### config.mk
export PLATFORM = sky130hd
export DESIGN_NAME = mko_int_ctrl
export DESIGN_NICKNAME = d
export VERILOG_FILES = /design/src/rtl/mko_int_ctrl.sv
export SDC_FILE = /design/constraint.sdc
export NUM_CORES = 1
export LEC_CHECK = 0
export BUFFER_PORTS_ARGS = -buffer_cell sky130_fd_sc_hd__clkbuf_2
export CAP_MARGIN = 15
export CORE_AREA = 2 2 62 64
export CTS_CLUSTER_DIAMETER = 200
export CTS_CLUSTER_SIZE = 16
export DETAILED_ROUTE_END_ITERATION = 6
export DIE_AREA = 0 0 64 66
export GPL_TIMING_DRIVEN = 0
export PLACE_DENSITY = 0.77
export SKIP_LAST_GASP = 1
export SLEW_MARGIN = 20
export SYNTH_ARGS = -nofsm -noshare
export SYNTH_HDL_FRONTEND = slang
export SYNTH_SLANG_ARGS = --single-unit
export TNS_END_PERCENT = 30
### constraint.sdc
create_clock -name CLK_32 -period 1.6 [get_ports CLK_32]
set_input_delay 0.24 -clock CLK_32 [delete_from_list [all_inputs] [get_ports CLK_32]]
set_output_delay 0.24 -clock CLK_32 [all_outputs]
set_load 0.01 [all_outputs]
### src/rtl/mko_int_ctrl.sv
// Interrupt collector for the five MKO channels: synchronises the lines, latches
// rising events into sticky pending/overrun bits and serves the MKO_INT_REG window.
module mko_int_ctrl #(
  parameter int         WB_DATA_WIDTH   = 16,
  parameter int         WB_ADDR_WIDTH   = 16,
  parameter logic [2:0] MKO_INT_REG     = 3'b101,
  parameter int         INT_ACTIVE_HIGH = 1
) (
  input  logic                     CLK_32,
  input  logic                     RESET,
  input  logic [4:0]               MKO_INT,
  input  logic [WB_ADDR_WIDTH-1:0] Adr_slave_i_lbus_reg,
  input  logic                     We_slave_i_lbus_reg,
  input  logic                     ack_access_str,
  input  logic [WB_DATA_WIDTH-1:0] Dat_slave_io_lbus,
  output logic [WB_DATA_WIDTH-1:0] Dat_int_o,
  output logic                     ack_set_int,
  output logic                     IRQ_MKO
);

  typedef enum logic {IDLE = 1'b0, ACK = 1'b1} state_t;

  state_t                   state_q, state_d;
  logic [4:0]               sync1_q, sync2_q, sync3_q;
  logic [4:0]               pend_q, pend_d;
  logic [4:0]               ovr_q, ovr_d;
  logic [4:0]               mask_q, mask_d;
  logic                     irq_q, irq_d;
  logic [WB_DATA_WIDTH-1:0] dat_q, dat_d;

  logic [4:0]               lvl, lvl_prev, evt;
  logic [4:0]               clr_pend, clr_ovr;
  logic [WB_DATA_WIDTH-1:0] rd_word;
  logic                     hit, wr, rd;
  logic [1:0]               sub;
  logic                     unused_bits;

  // Polarity is normalised after the synchroniser so the edge detector always looks for 0->1.
  assign lvl      = (INT_ACTIVE_HIGH != 0) ? sync2_q : ~sync2_q;
  assign lvl_prev = (INT_ACTIVE_HIGH != 0) ? sync3_q : ~sync3_q;
  assign evt      = lvl & ~lvl_prev;

  // Bus handshake: an access is a one-cycle ack_access_str with a matching block select.
  // The access executes on that edge; ack_set_int then stays high until the strobe is gone
  // and no new hit is pending, and Dat_int_o is only meaningful while ack_set_int is high.
  assign hit = ack_access_str &&
               (Adr_slave_i_lbus_reg[WB_ADDR_WIDTH-1 -: 3] == MKO_INT_REG);
  assign sub = Adr_slave_i_lbus_reg[1:0];
  assign wr  = hit && We_slave_i_lbus_reg;
  assign rd  = hit && !We_slave_i_lbus_reg;

  assign unused_bits = ^{Adr_slave_i_lbus_reg[WB_ADDR_WIDTH-4:2],
                         Dat_slave_io_lbus[WB_DATA_WIDTH-1:13],
                         Dat_slave_io_lbus[7:5]};

  always_comb begin
    state_d = state_q;
    case (state_q)
      IDLE:    if (hit) state_d = ACK;
      ACK:     if (!hit && !ack_access_str) state_d = IDLE;
      default: state_d = IDLE;
    endcase
  end

  always_comb begin
    rd_word  = '0;
    clr_pend = '0;
    clr_ovr  = '0;
    mask_d   = mask_q;
    case (sub)
      2'd0: begin
        rd_word[4:0]  = pend_q;
        rd_word[12:8] = ovr_q;
      end
      2'd1:    rd_word[4:0] = mask_q;
      2'd3:    rd_word[4:0] = lvl;
      default: rd_word = '0;
    endcase
    if (wr && sub == 2'd1) mask_d = Dat_slave_io_lbus[4:0];
    if (wr && sub == 2'd2) begin
      clr_pend = Dat_slave_io_lbus[4:0];
      clr_ovr  = Dat_slave_io_lbus[12:8];
    end
    dat_d  = rd ? rd_word : dat_q;
    // New events are OR-ed in after the clear so a same-cycle event survives the clear.
    ovr_d  = (ovr_q & ~clr_ovr) | (evt & pend_q);
    pend_d = (pend_q & ~clr_pend) | evt;
    irq_d  = |(pend_q & mask_q);
  end

  always_ff @(posedge CLK_32) begin
    if (RESET) begin
      state_q <= IDLE;
      sync1_q <= '0;
      sync2_q <= '0;
      sync3_q <= '0;
      pend_q  <= '0;
      ovr_q   <= '0;
      mask_q  <= 5'b11111;
      irq_q   <= 1'b0;
      dat_q   <= '0;
    end else begin
      state_q <= state_d;
      sync1_q <= MKO_INT;
      sync2_q <= sync1_q;
      sync3_q <= sync2_q;
      pend_q  <= pend_d;
      ovr_q   <= ovr_d;
      mask_q  <= mask_d;
      irq_q   <= irq_d;
      dat_q   <= dat_d;
    end
  end

  assign Dat_int_o   = dat_q;
  assign ack_set_int = (state_q == ACK);
  assign IRQ_MKO     = irq_q;

endmodule

==> impl_metrics.toml <==
[yosys]
synth_edf_count = 0
synth_top_area_share_pct = 49.3
yosys.cell_types.count = 29
async_reset_ff_share_pct = 0
synth_area_mm2 = 0.00170
syn_area_per_cell_um2 = 9.63
ys_seq_elements = 42
syn_inst = 177
yosys.area.top_type = "dfxtp_1"
yosys_warnings = 0
yosys-top-cells-count = "dfxtp_1, nor2b_1, nor2_1"
ys_seq_area_share_pct = 49.3
yosysMostFrequentCell = "dfxtp_1"
ys.flop_type = "dfxtp_1"
synth.area.top_cells = "dfxtp_1, nor2b_1, mux2i_1"

[worst_hold_path]
min-delay-start = "Dat_slave_io_lbus[10]"
hold_path_depth = 2
hold_class = "in -> reg"
min_to = "ovr_q[2]$_SDFF_PP0_"

[power]
power_leakage_nw = 0.816
p_sw_share_pct = 22.8
pwr_density_cell_mw_per_mm2 = 953
p_switching_w = 0.000441
power.share.combinational_pct = 9.5
vdd_ir_drop_max_mv = 0.577
clock_power_share_pct = 33.9
pwr-share-seq_pct = 56.6
intPower_w = 0.00149

[routing]
routed_wl_um = 3250
drtAntennaViolNets = 0
drc = 0
vias = 1366
wl_per_cell_um = 12.0
vias_per_cell = 5.02
drtIter0Drc = 51
firstDrtPassIters = 4

[layout]
register_area_um2 = 841
num-fill-cells = 338
area.growth.synth_to_final_pct = 19.0
multiInputGateArea_um2 = 766
drive_gt1_share_pct = 24.6
diodes = 0
nets = 264

[sta]
fin_worst_skew_ps = 9.41
rsz0062_at_grt = "no"
slew_headroom_pct = 59.0
tns_ps = 0
worst_slack_ps = 458
tightestPinTransition_ps = 613
setup_viol = 0
period_share_pct = 71.4
hold_violations = 0
hold-worst-slack_ps = 67.4
slew_viol_final = 0
max_freq_ghz = 0.876
min_period_ps = 1140

[global_routing]
busiest_layer = "met2"
grtUsageMet1_pct = 19.6
grt-ovfl-total = 0
use_met2_pct = 27.2
grt_start_max_net_pins = 13
use_met3_pct = 5.96
antenna_found_initial = 0
first_global_vias = 1178
grt_pass1_wl_um = 5310
track_usage_pct = 16.3

[floorplan]
dieArea_mm2 = 0.00422
initial_utilization_pct = 48.0
io-pin-count = 59
rows = 22
fp.dieW_um = 64
die_y_um = 66
core_mm2 = 0.00355

[cts]
clkLatencyLatePin_ps = 350
path_clk_slew_ps = 120
cts_setup_buffers = 0
cts_buffers = 5
cts_max_level = 2
ctsHoldBuffers = 0
clockBufferDepth = 2
ctsResizeCount = 0
clock-sinks = 42
clockRootBuffer = "clkbuf_4"
cts_tree = "yes"

[setup_path]
crit_buf_inv = 1
crit_arrival_ps = 1350
rrSetupSlack_ps = 500
cpPeakStageDelay_ps = 580
cp_top_family = "simple AND/OR/NAND/NOR gates"
r2r-end = "ovr_q[0]$_SDFF_PP0_"
critPathCaptureType = "flop"
worstPathCellList = "clkbuf_2, nand4b_4, nor4b_4, a311oi_1"
r2r-start = "lvl[0]$_SDFF_PP0_"
cp_slowest_cell = "nor4b_4"
worst-path-max-fanout = 10
reg2reg_depth = 3
worstSetupStartpointType = "primary input"
required_ps = 1810
criticalPathCategory = "in -> reg"

[place]
routabilityCongestion = 0.819
pre_cts_ws_ps = 84.5
portBuffers = 34
dpl.hpwl_um = 2460

[flow_run]
drv_cap = 0

[status]
status = "complete, no violations"
[final cells by class]
class	instances	share of cell area, %
tap	48	2.96
clock inverter	1	1.48
timing repair buffer	34	8.39
clock buffer	7	2.22
sequential	42	41.5
multi-input combinational	118	37.8
buffer	15	4.44
inverter	7	1.30
[power by group through the flow]
stage                     registers [W]  clock network [W]  logic (W)
after floorplan                 0.00112                  0   0.000118
after global placement          0.00112                  0   0.000181
after detailed placement        0.00112                  0   0.000184
after CTS                       0.00109           0.000677   0.000186
after global routing            0.00110           0.000704   0.000207
final                           0.00109           0.000656   0.000184
[registers in the layout, indices dropped and copies added, names as in the netlist]
register	count
Dat_int_o	10
mask_q	5
sync1_q	5
ack_set_int	1
ovr_q	5
lvl_prev	5
lvl	5
IRQ_MKO	1
pend_q	5
[placed cells by master (no fill, tap or decap), drive strengths merged]
| master | count |
|---|---|
| a211oi | 5 |
| a21oi | 16 |
| a222oi | 1 |
| a22oi | 1 |
| a311oi | 10 |
| a31oi | 1 |
| and4b | 1 |
| buf | 12 |
| bufinv | 1 |
| clkbuf | 44 |
| conb | 6 |
| dfxtp | 42 |
| inv | 7 |
| mux2i | 10 |
| nand2 | 6 |
| nand3 | 5 |
| nand4 | 5 |
| nand4b | 1 |
| nor2 | 17 |
| nor2b | 20 |
| nor3 | 1 |
| nor3b | 1 |
| nor4b | 1 |
| o21a | 5 |
| o21ai | 5 |
[how the worst max path moves through the flow]
stage | start | end | slack, ps | cells after the start
2_1_floorplan | Adr_slave_i_lbus_reg[14] | ovr_q[0]$_SDFF_PP0_ | 440 | 3
3_3_place_gp | Adr_slave_i_lbus_reg[14] | ovr_q[2]$_SDFF_PP0_ | 90 | 4
3_5_place_dp | Adr_slave_i_lbus_reg[14] | pend_q[4]$_SDFF_PP0_ | 80 | 4
4_1_cts | Adr_slave_i_lbus_reg[14] | pend_q[4]$_SDFF_PP0_ | 480 | 4
5_1_grt | Adr_slave_i_lbus_reg[14] | ovr_q[4]$_SDFF_PP0_ | 340 | 4
6_report | Adr_slave_i_lbus_reg[14] | pend_q[4]$_SDFF_PP0_ | 460 | 4
[logic make-up after synthesis]
family | after synthesis | share of synthesized area [%]
buffers and inverters | 22 | 6.83
DFF | 42 | 49.3
AOI/OAI and AO/OA | 44 | 17.1
and+or+nand+nor | 58 | 20.6
muxes | 10 | 5.87
other | 1 | 0.220
[metrics by stage]
step	instance area, um2	power, W	util, %	instances
after global routing	2030	0.00201	57.1	272
final	2030	0.00193	57.1	272
after floorplan	1720	0.00123	-	182
after global placement	1950	0.00130	55.0	264
after detailed placement	1950	0.00130	55.0	264
after CTS	2030	0.00196	57.1	272
[metal layers]
| metal | share of wire (%) | wire length [um] |
|---|---|---|
| met5 | 0 | 0 |
| met4 | 1.4 | 44 |
| met3 | 5.7 | 187 |
| met2 | 46 | 1500 |
| met1 | 47 | 1520 |
Power figures use the tool's default switching activity.
